==> src/rtl/qbert_jump_sequencer.sv <==
// Frame-synchronous Qbert jump animator: linear X, parabolic Y arc from xy0 to xy1
// over 2^FRAME_SHIFT frames, with position updates landing during vertical blanking.
module qbert_jump_sequencer #(
  parameter int FRAME_SHIFT = 4,
  parameter int ARC_HEIGHT  = 40
) (
  input  logic                 iCLK,
  input  logic                 iRST_n,
  input  logic                 iNewFrame,
  input  logic                 iEndFrame,
  input  logic                 iStart,
  input  logic [10:0]          iX0,
  input  logic [9:0]           iY0,
  input  logic [10:0]          iX1,
  input  logic [9:0]           iY1,
  output logic [10:0]          oX,
  output logic [9:0]           oY,
  output logic                 oBusy,
  output logic                 oDone,
  output logic [FRAME_SHIFT:0] oStep
);

  // state | meaning
  // IDLE  | outputs track iX0/iY0, waiting for an iStart rising edge
  // ARMED | endpoints latched, waiting for the next frame start
  // JUMP  | frame index advances on iEndFrame, position follows 2 cycles later
  // LAND  | one cycle at (X1,Y1) with oDone high

  localparam int KW  = FRAME_SHIFT + 1;
  localparam int PXW = 13 + KW;
  localparam int PYW = 12 + KW;
  localparam int AW  = 2 * FRAME_SHIFT + 12;
  localparam logic [KW-1:0] N_FRAMES = {1'b1, {FRAME_SHIFT{1'b0}}};

  typedef enum logic [1:0] {S_IDLE, S_ARMED, S_JUMP, S_LAND} state_t;

  state_t             state, state_nxt;
  logic               start_q, start_rise, latch;
  logic [10:0]        x0_l, x1_l, x_nxt, x_pipe;
  logic [9:0]         y0_l, y1_l, y_nxt, y_pipe;
  logic [KW-1:0]      k_cnt, k_nxt, step_q, step_nxt;
  logic signed [11:0] dx;
  logic signed [10:0] dy;
  logic signed [KW:0] k_s;
  logic signed [12:0] off_x, off_x_d;
  logic signed [11:0] off_y, off_y_d;
  logic [9:0]         arc_q, arc_d;
  logic signed [12:0] y_s;

  assign start_rise = iStart & ~start_q;
  assign oBusy      = (state != S_IDLE);
  assign oDone      = (state == S_LAND);

  // Stage 1: offsets and arc height for the current frame index
  assign dx      = $signed({1'b0, x1_l}) - $signed({1'b0, x0_l});
  assign dy      = $signed({1'b0, y1_l}) - $signed({1'b0, y0_l});
  assign k_s     = $signed({1'b0, k_cnt});
  assign off_x_d = 13'((PXW'(dx) * PXW'(k_s)) >>> FRAME_SHIFT);
  assign off_y_d = 12'((PYW'(dy) * PYW'(k_s)) >>> FRAME_SHIFT);
  assign arc_d   = 10'((AW'(4 * ARC_HEIGHT) * AW'(k_cnt) * AW'(N_FRAMES - k_cnt))
                       >> (2 * FRAME_SHIFT));

  // Stage 2: absolute position; Y clamps at the top edge, X never leaves its span
  assign x_pipe = 11'($signed({2'b0, x0_l}) + off_x);
  assign y_s    = $signed({3'b0, y0_l}) + $signed({off_y[11], off_y})
                  - $signed({3'b0, arc_q});
  assign y_pipe = (y_s < 0) ? 10'd0 : 10'(y_s);

  always_comb begin
    state_nxt = state;
    k_nxt     = k_cnt;
    x_nxt     = oX;
    y_nxt     = oY;
    step_nxt  = oStep;
    latch     = 1'b0;
    case (state)
      S_IDLE: begin
        x_nxt    = iX0;
        y_nxt    = iY0;
        step_nxt = '0;
        k_nxt    = '0;
        if (start_rise) begin
          latch     = 1'b1;
          state_nxt = S_ARMED;
        end
      end
      S_ARMED: begin
        if (iNewFrame) begin
          k_nxt     = '0;
          state_nxt = S_JUMP;
        end
      end
      S_JUMP: begin
        if (iEndFrame && (k_cnt != N_FRAMES)) k_nxt = k_cnt + KW'(1);
        x_nxt    = x_pipe;
        y_nxt    = y_pipe;
        step_nxt = step_q;
        if (step_q == N_FRAMES) state_nxt = S_LAND;
      end
      S_LAND: begin
        x_nxt     = iX0;
        y_nxt     = iY0;
        step_nxt  = '0;
        k_nxt     = '0;
        state_nxt = S_IDLE;
      end
      default: state_nxt = S_IDLE;
    endcase
  end

  always_ff @(posedge iCLK) begin
    if (!iRST_n) begin
      state   <= S_IDLE;
      start_q <= 1'b1;
      k_cnt   <= '0;
      oX      <= '0;
      oY      <= '0;
      oStep   <= '0;
      x0_l    <= '0;
      y0_l    <= '0;
      x1_l    <= '0;
      y1_l    <= '0;
      off_x   <= '0;
      off_y   <= '0;
      arc_q   <= '0;
      step_q  <= '0;
    end else begin
      state   <= state_nxt;
      start_q <= iStart;
      k_cnt   <= k_nxt;
      oX      <= x_nxt;
      oY      <= y_nxt;
      oStep   <= step_nxt;
      if (latch) begin
        x0_l <= iX0;
        y0_l <= iY0;
        x1_l <= iX1;
        y1_l <= iY1;
      end
      off_x  <= off_x_d;
      off_y  <= off_y_d;
      arc_q  <= arc_d;
      step_q <= k_cnt;
    end
  end

endmodule

==> config.mk <==
export PLATFORM = sky130hd
export DESIGN_NAME = qbert_jump_sequencer
export DESIGN_NICKNAME = d
export VERILOG_FILES = /design/src/rtl/qbert_jump_sequencer.sv
export SDC_FILE = /design/constraint.sdc
export NUM_CORES = 1
export LEC_CHECK = 0
export BUFFER_PORTS_ARGS = -buffer_cell sky130_fd_sc_hd__buf_4
export CAP_MARGIN = 10
export CORE_MARGIN = 2
export CORE_UTILIZATION = 65
export CTS_BUF_LIST = sky130_fd_sc_hd__clkbuf_4 sky130_fd_sc_hd__clkbuf_8
export CTS_CLUSTER_DIAMETER = 150
export CTS_CLUSTER_SIZE = 28
export DETAILED_ROUTE_END_ITERATION = 10
export PLACE_DENSITY = 0.86
export SYNTH_ARGS = -nofsm -noshare
export SYNTH_HDL_FRONTEND = slang
export SYNTH_SLANG_ARGS = --single-unit
==> constraint.sdc <==
create_clock -name iCLK -period 11 [get_ports iCLK]
set_clock_uncertainty 0.15 [all_clocks]
set_input_delay 1.65 -clock iCLK [delete_from_list [all_inputs] [get_ports iCLK]]
set_output_delay 1.65 -clock iCLK [all_outputs]
set_load 0.02 [all_outputs]
Word-level counts from Yosys, hierarchy flattened. Index checks and enable logic that the tools add are counted.

Register bits after elaboration: 114. Bits of input ports: 47. Logic and storage cells: 57. Output and inout bits: 28.

Reduce and logical (&&, ||, !) cells: 7. Bitwise logic cells: 2. Muxes and demuxes: 13. $add $sub $neg: 7. Order comparisons: 1. Equal/unequal tests: 9. $mul: 4.

Operators by type and width (count): $pmux W11 S2 (1); $mul A8 B20 Y13 (1); $pmux W10 S2 (1); $mul A11 B6 Y16 (1); $mul A12 B6 Y15 (1); $pmux W5 S3 (1); $add A11 B12 Y13 (1); $lt A13 B1 Y1 const B (1); $sub A13 B11 Y13 (1); $sub A11 B11 Y12 (1); $add A11 B11 Y11 (1); $sub A10 B10 Y11 (1); $mux W10 (1); $mux W5 (2); $pmux W5 S2 (1); $mul A3 B5 Y8 const A (1); $ne A2 B2 Y1 const B (4); $pmux W2 S4 (1); $mux W2 (3); $sub A5 B5 Y6 const A (1); $add A5 B1 Y5 const B (1); $eq A5 B5 Y1 const B (1); $ne A5 B5 Y1 const B (1); $eq A2 B2 Y1 const B (2); other kinds (10) (12).

Logic depth before layout (Yosys ltp).
Depth in word-level cells: 5. Gate-level depth with buffers: 26. Depth with buffers taken out: 26.

Worst setup path before layout. Ideal clock, no wire load.

Path type: register to register. From: register y0_l[0]. To: register off_y[10]. Path buffers: 0. Cell stages (with the launch flop): 25. Path slack: 5.183 ns. Data arrival time: 5.540 ns. Data required time: 10.722 ns. Cell sequence: dfxtp_1 ha_1 inv_1 fa_1 a21o_1 a21oi_1 o21ai_1 a21oi_1 o21bai_1 a21oi_1 o21bai_1 a211oi_1 fa_1 fa_1 inv_1 fa_1 inv_1 ha_1 a21o_1 a21o_1 a21o_1 a21o_1 a41oi_1 xor2_1 nor2_1.

Cells in the longest elaborated chain, start to end: 2.

Ends and longest elaborated chain: start: declaration (RTL line 40) `logic [9:0] y0_l, y1_l, y_nxt, y_pipe;`; start signal: assignment (RTL line 136) `y0_l <= iY0;`; $sub A10 B10 Y11 (RTL line 56) `assign dy = $signed({1'b0, y1_l}) - $signed({1'b0, y0_l});`; $mul A11 B6 Y16 (RTL line 59) `assign off_y_d = 12'((PYW'(dy) * PYW'(k_s)) >>> FRAME_SHIFT);`; end signal: assignment (RTL line 141) `off_y <= off_y_d;`; end: declaration (RTL line 46) `logic signed [11:0] off_y, off_y_d;`.

No other way between the ends. A chain may end at the register's enable or synchronous reset.

Worst setup path in the final report. Same ends and word-level chain as after synthesis.

==> key figures <==
Floorplanning
  – Chip Width: between 100 and 150 um
  – # rows: 48
  – Die H: around 140 um
  – Die area: between 0.015 and 0.02 mm2
  – Core region area: between 0.015 and 0.02 mm2
  – Number of primary I/O pins: 75
  – Starting utilization of the core area: between 60% and 70%

STA
  – Min Hold Slack: ~0.31 ns
  – Pins Over Slew Limit: 0
  – Final period util: between 50% and 60%
  – Number of endpoints failing setup at the final stage: 0
  – Maximum clock frequency: ~0.16 GHz
  – Fin crit period: approximately 6.3 ns
  – Worst slew pin tran: approximately 1.0 ns
  – Setup repair after global routing missed its margin: no
  – Worst slew margin: between 30% and 40%
  – Final hold vios: 0
  – Setup TNS Final: 0 ns

Clock tree
  – Number of buffers inserted by hold repair at cts: 0
  – H-tree levels: 4
  – Gates resized, CTS repair: 0
  – Clock root buffer master: sky130_fd_sc_hd__clkbuf_8
  – CTS max path bufs: 2
  – Number of clock sinks: 114
  – Postcts setup bufs: 0
  – Insertion delay to the later sink of the worst-skew pair: about 0.46 ns
  – Clock Pin Slew Worst Setup and Hold Paths: around 0.080 ns
  – TritonCTS clock tree: yes
  – CTS Buf Count: 17

Placed design
  – Placement-stage cell area: 0.0124 mm2
  – Final HPWL DP: approximately 22000 um
  – Placed insts: between 1500 and 2000
  – IO buf count: 74
  – Final Wtd Congestion: a little over 0.9

Synthesis
  – Main flop type after synthesis: sky130_fd_sc_hd__dfxtp_1
  – Post-synth top cells: sky130_fd_sc_hd__inv_1 (247), sky130_fd_sc_hd__nand2_1 (131), sky130_fd_sc_hd__ha_1 (126), sky130_fd_sc_hd__fa_1 (118), sky130_fd_sc_hd__dfxtp_1 (114)
  – Synthesized instance count: approximately 1400
  – Number of library cell types mapped by synthesis: 68
  – Yosys Warn Count: 0
  – Post-synth EDFFs: 0
  – Number of nets produced by synthesis: around 1700
  – Post-synthesis sequential area ratio: 19.6%
  – Fraction of synthesized cell area taken by the top area cell type: between 20 and 25%
  – Register bit total from synthesis: around 110
  – Average size of a mapped cell: roughly 8.4 um2
  – Top cells by area, synth: sky130_fd_sc_hd__fa_1 (20%), sky130_fd_sc_hd__dfxtp_1 (20%), sky130_fd_sc_hd__ha_1 (14%)
  – Most area-hungry cell type in the Yosys netlist: sky130_fd_sc_hd__fa_1
  – Library cell with the highest instance count after synthesis: sky130_fd_sc_hd__inv_1
  – Synthesized area: about 0.012 mm2
  – Fraction of synthesis flops using an asynchronous set or reset pin: 0%

Power
  – Worst-case vdd ir drop: 0.162 mV
  – Sw power: between 0.5 and 0.6 mW
  – Net Sw Frac: 40.6%
  – LEAKAGE: 6.14 nW
  – Power Density: roughly 110 mW/mm2
  – Clock share of power: 25.4%
  – Comb power frac: 41.1%
  – Int Pwr: approximately 0.85 mW
  – Share of power burned in registers: 33.5%

Worst setup path
  – Maximum fanout count along the critical path: 5
  – Cell with the largest stage delay on the worst path: sky130_fd_sc_hd__a211oi_1
  – Register-to-register setup slack: 4.68 ns
  – Maximum single-stage delay on the critical path: between 0.6 and 0.7 ns
  – Required time of the critical path: 11.19 ns
  – Kind of launch point of the worst setup path: flip-flop
  – Signal arrival time at the worst endpoint: around 6.5 ns
  – Reg2reg end: off_y[10]$_SDFF_PN0_
  – Worst Setup End Kind: flip-flop
  – Depth of the most critical reg-to-reg path: 24
  – Worst path cell trace: ha_1, inv_1, fa_1, a21o_1, a21oi_1, o21ai_1, a21oi_1, o21bai_1, a21oi_1, o21bai_1, a211oi_1, fa_1, fa_1, inv_1, fa_1, inv_1, ha_1, a21o_1, a21o_1, a21o_1, a21o_1, a41oi_1, xor2_1, nor2_1
  – Critical setup path kind: reg2reg
  – Most common cell type on the critical path: sky130_fd_sc_hd__a21o_1
  – Source of the worst register-to-register timing path: y0_l[0]$_SDFFE_PN0P_

Worst hold path
  – Hold path startpoint: x1_l[0]$_SDFFE_PN0P_
  – Cells on Worst Hold Path: 2
  – Worst min-delay path endpoint: x1_l[0]$_SDFFE_PN0P_
  – Path category of the worst min-delay check: reg2reg

Global routing
  – Remaining global-route overflow: 0
  – Global-route total usage across every layer: a little under a third
  – Number of global-route vias before repair: around 9600
  – Global-route wire length before repair: 45300 um
  – Largest net degree at the start of global routing: 70
  – Initial antenna violation count: 0

Cells and area
  – Final net count: about 1700
  – Sequential cell area: ~0.0023 mm2
  – Final instance area: approximately 0.013 mm2
  – Area taken by multi-input logic gates: ~0.0082 mm2
  – Final non-filler cell total: approximately 1700
  – Final core occ: between 70% and 80%
  – Fraction of final layout cells with drive strength greater than 1: a little over 9%
  – Antenna diode instance count: 0
  – Filler cell count: 1233
  – Area Growth Syn to Fin: 9.28%

Detailed routing
  – Drt initial violations: 699
  – Sum of routed wire length over all layers: ~27000 um
  – Detailed-route wire length per cell: ~16 um
  – DRC violation count after routing: 0
  – Vias: 9605
  – Via count normalized by instance count: between 5 and 6
  – Antenna Nets Post-Route: 0
  – DRT Pass-1 Iters: 5

Job
  – Count of maximum capacitance violations: 0

Outcome
  – Status: finished, final reports clean
kinds of logic after synthesis:
group / share of synthesized area, %
buf+inv: 9.50
xor+xnor: 5.65
flops: 19.6
compound gates: 13.2
simple gates: 17.7
mux: 0.452
fa+ha+maj: 33.9
per-layer routing:
metal,up-vias,part of all wire (%),track usage [%],wire length (um)
met5,-,0,0,0
met4,0,2.9,11.0,788
met3,62,8.1,5.63,2220
met2,387,46,50.7,12700
met1,4597,43,39.8,11700
li1,4559,-,-,-
power by group through the flow:
stage               clock (mW)  sequential, mW  combinational, mW
floorplan                    0           0.514              0.374
global placement             0           0.486              0.557
detailed placement           0           0.488              0.571
CTS                      0.364           0.479              0.576
global route             0.381           0.483              0.643
finish                   0.363           0.479              0.588
critical path, delay by kind of cell (launching register included):
kind                     cells  cell delay, ns
AO/OA/AOI/OAI               13            2.81
adder cells (fa/ha/maj)      6            2.51
flip-flops                   1            0.36
buffers and inverters        3            0.16
XOR/XNOR                     1            0.16
AND/OR/NAND/NOR              1            0.05
metrics by stage:
step | setup slack [ns] | total power, mW
finish | 4.68 | 1.43
global route | 4.30 | 1.51
CTS | 4.71 | 1.42
detailed placement | 4.75 | 1.06
global placement | 4.95 | 1.04
floorplan | 5.18 | 0.888
worst max path at each step:
stage                          startpoint              endpoint  slack, ns  depth (start not counted)
floorplan            y0_l[0]$_SDFFE_PN0P_  off_y[10]$_SDFF_PN0_       5.18                         24
CTS                  y0_l[0]$_SDFFE_PN0P_  off_y[10]$_SDFF_PN0_       4.71                         24
finish               y0_l[0]$_SDFFE_PN0P_  off_y[10]$_SDFF_PN0_       4.68                         24
detailed placement   y0_l[0]$_SDFFE_PN0P_  off_y[10]$_SDFF_PN0_       4.75                         24
global route        k_cnt[1]$_SDFFE_PN0P_   arc_q[8]$_SDFF_PN0_       4.30                         20
global placement     y0_l[0]$_SDFFE_PN0P_  off_y[10]$_SDFF_PN0_       4.95                         24
state kept, by name, indices dropped and copies added (netlist names), 11 cells and up:
signal  flops
off_x      11
x1_l       11
x0_l       11
off_y      12
oX         11
cells in the final DEF (no fill, tap or decap), types with 8 or more instances in the layout:
| master | n |
|---|---|
| sky130_fd_sc_hd__a21oi_1 | 93 |
| sky130_fd_sc_hd__dfxtp_1 | 114 |
| sky130_fd_sc_hd__xnor2_1 | 47 |
| sky130_fd_sc_hd__nor3_1 | 25 |
| sky130_fd_sc_hd__o211ai_1 | 8 |
| sky130_fd_sc_hd__a21o_1 | 27 |
| sky130_fd_sc_hd__buf_4 | 80 |
| sky130_fd_sc_hd__nor2_1 | 108 |
| sky130_fd_sc_hd__and2_1 | 95 |
| sky130_fd_sc_hd__o21ai_1 | 12 |
| sky130_fd_sc_hd__ha_1 | 126 |
| sky130_fd_sc_hd__inv_1 | 246 |
| sky130_fd_sc_hd__xor2_1 | 28 |
| sky130_fd_sc_hd__nand2_1 | 131 |
| sky130_fd_sc_hd__nand3_1 | 8 |
| sky130_fd_sc_hd__o21ai_0 | 24 |
| sky130_fd_sc_hd__a221oi_1 | 11 |
| sky130_fd_sc_hd__clkbuf_8 | 20 |
| sky130_fd_sc_hd__fa_1 | 118 |
| sky130_fd_sc_hd__and3_1 | 9 |
| sky130_fd_sc_hd__nor2b_1 | 13 |
area by class of cell:
cell class | instances | area share, %
Timing Repair Buffer | 80 | 4.72
Inverter | 251 | 7.41
Tap cell | 225 | 2.21
Clock buffer | 20 | 2.17
Sequential cell | 114 | 18.0
Clock inverter | 12 | 0.650
Multi-Input combinational cell | 984 | 64.9
No activity file was read; power rests on OpenSTA's default activity.
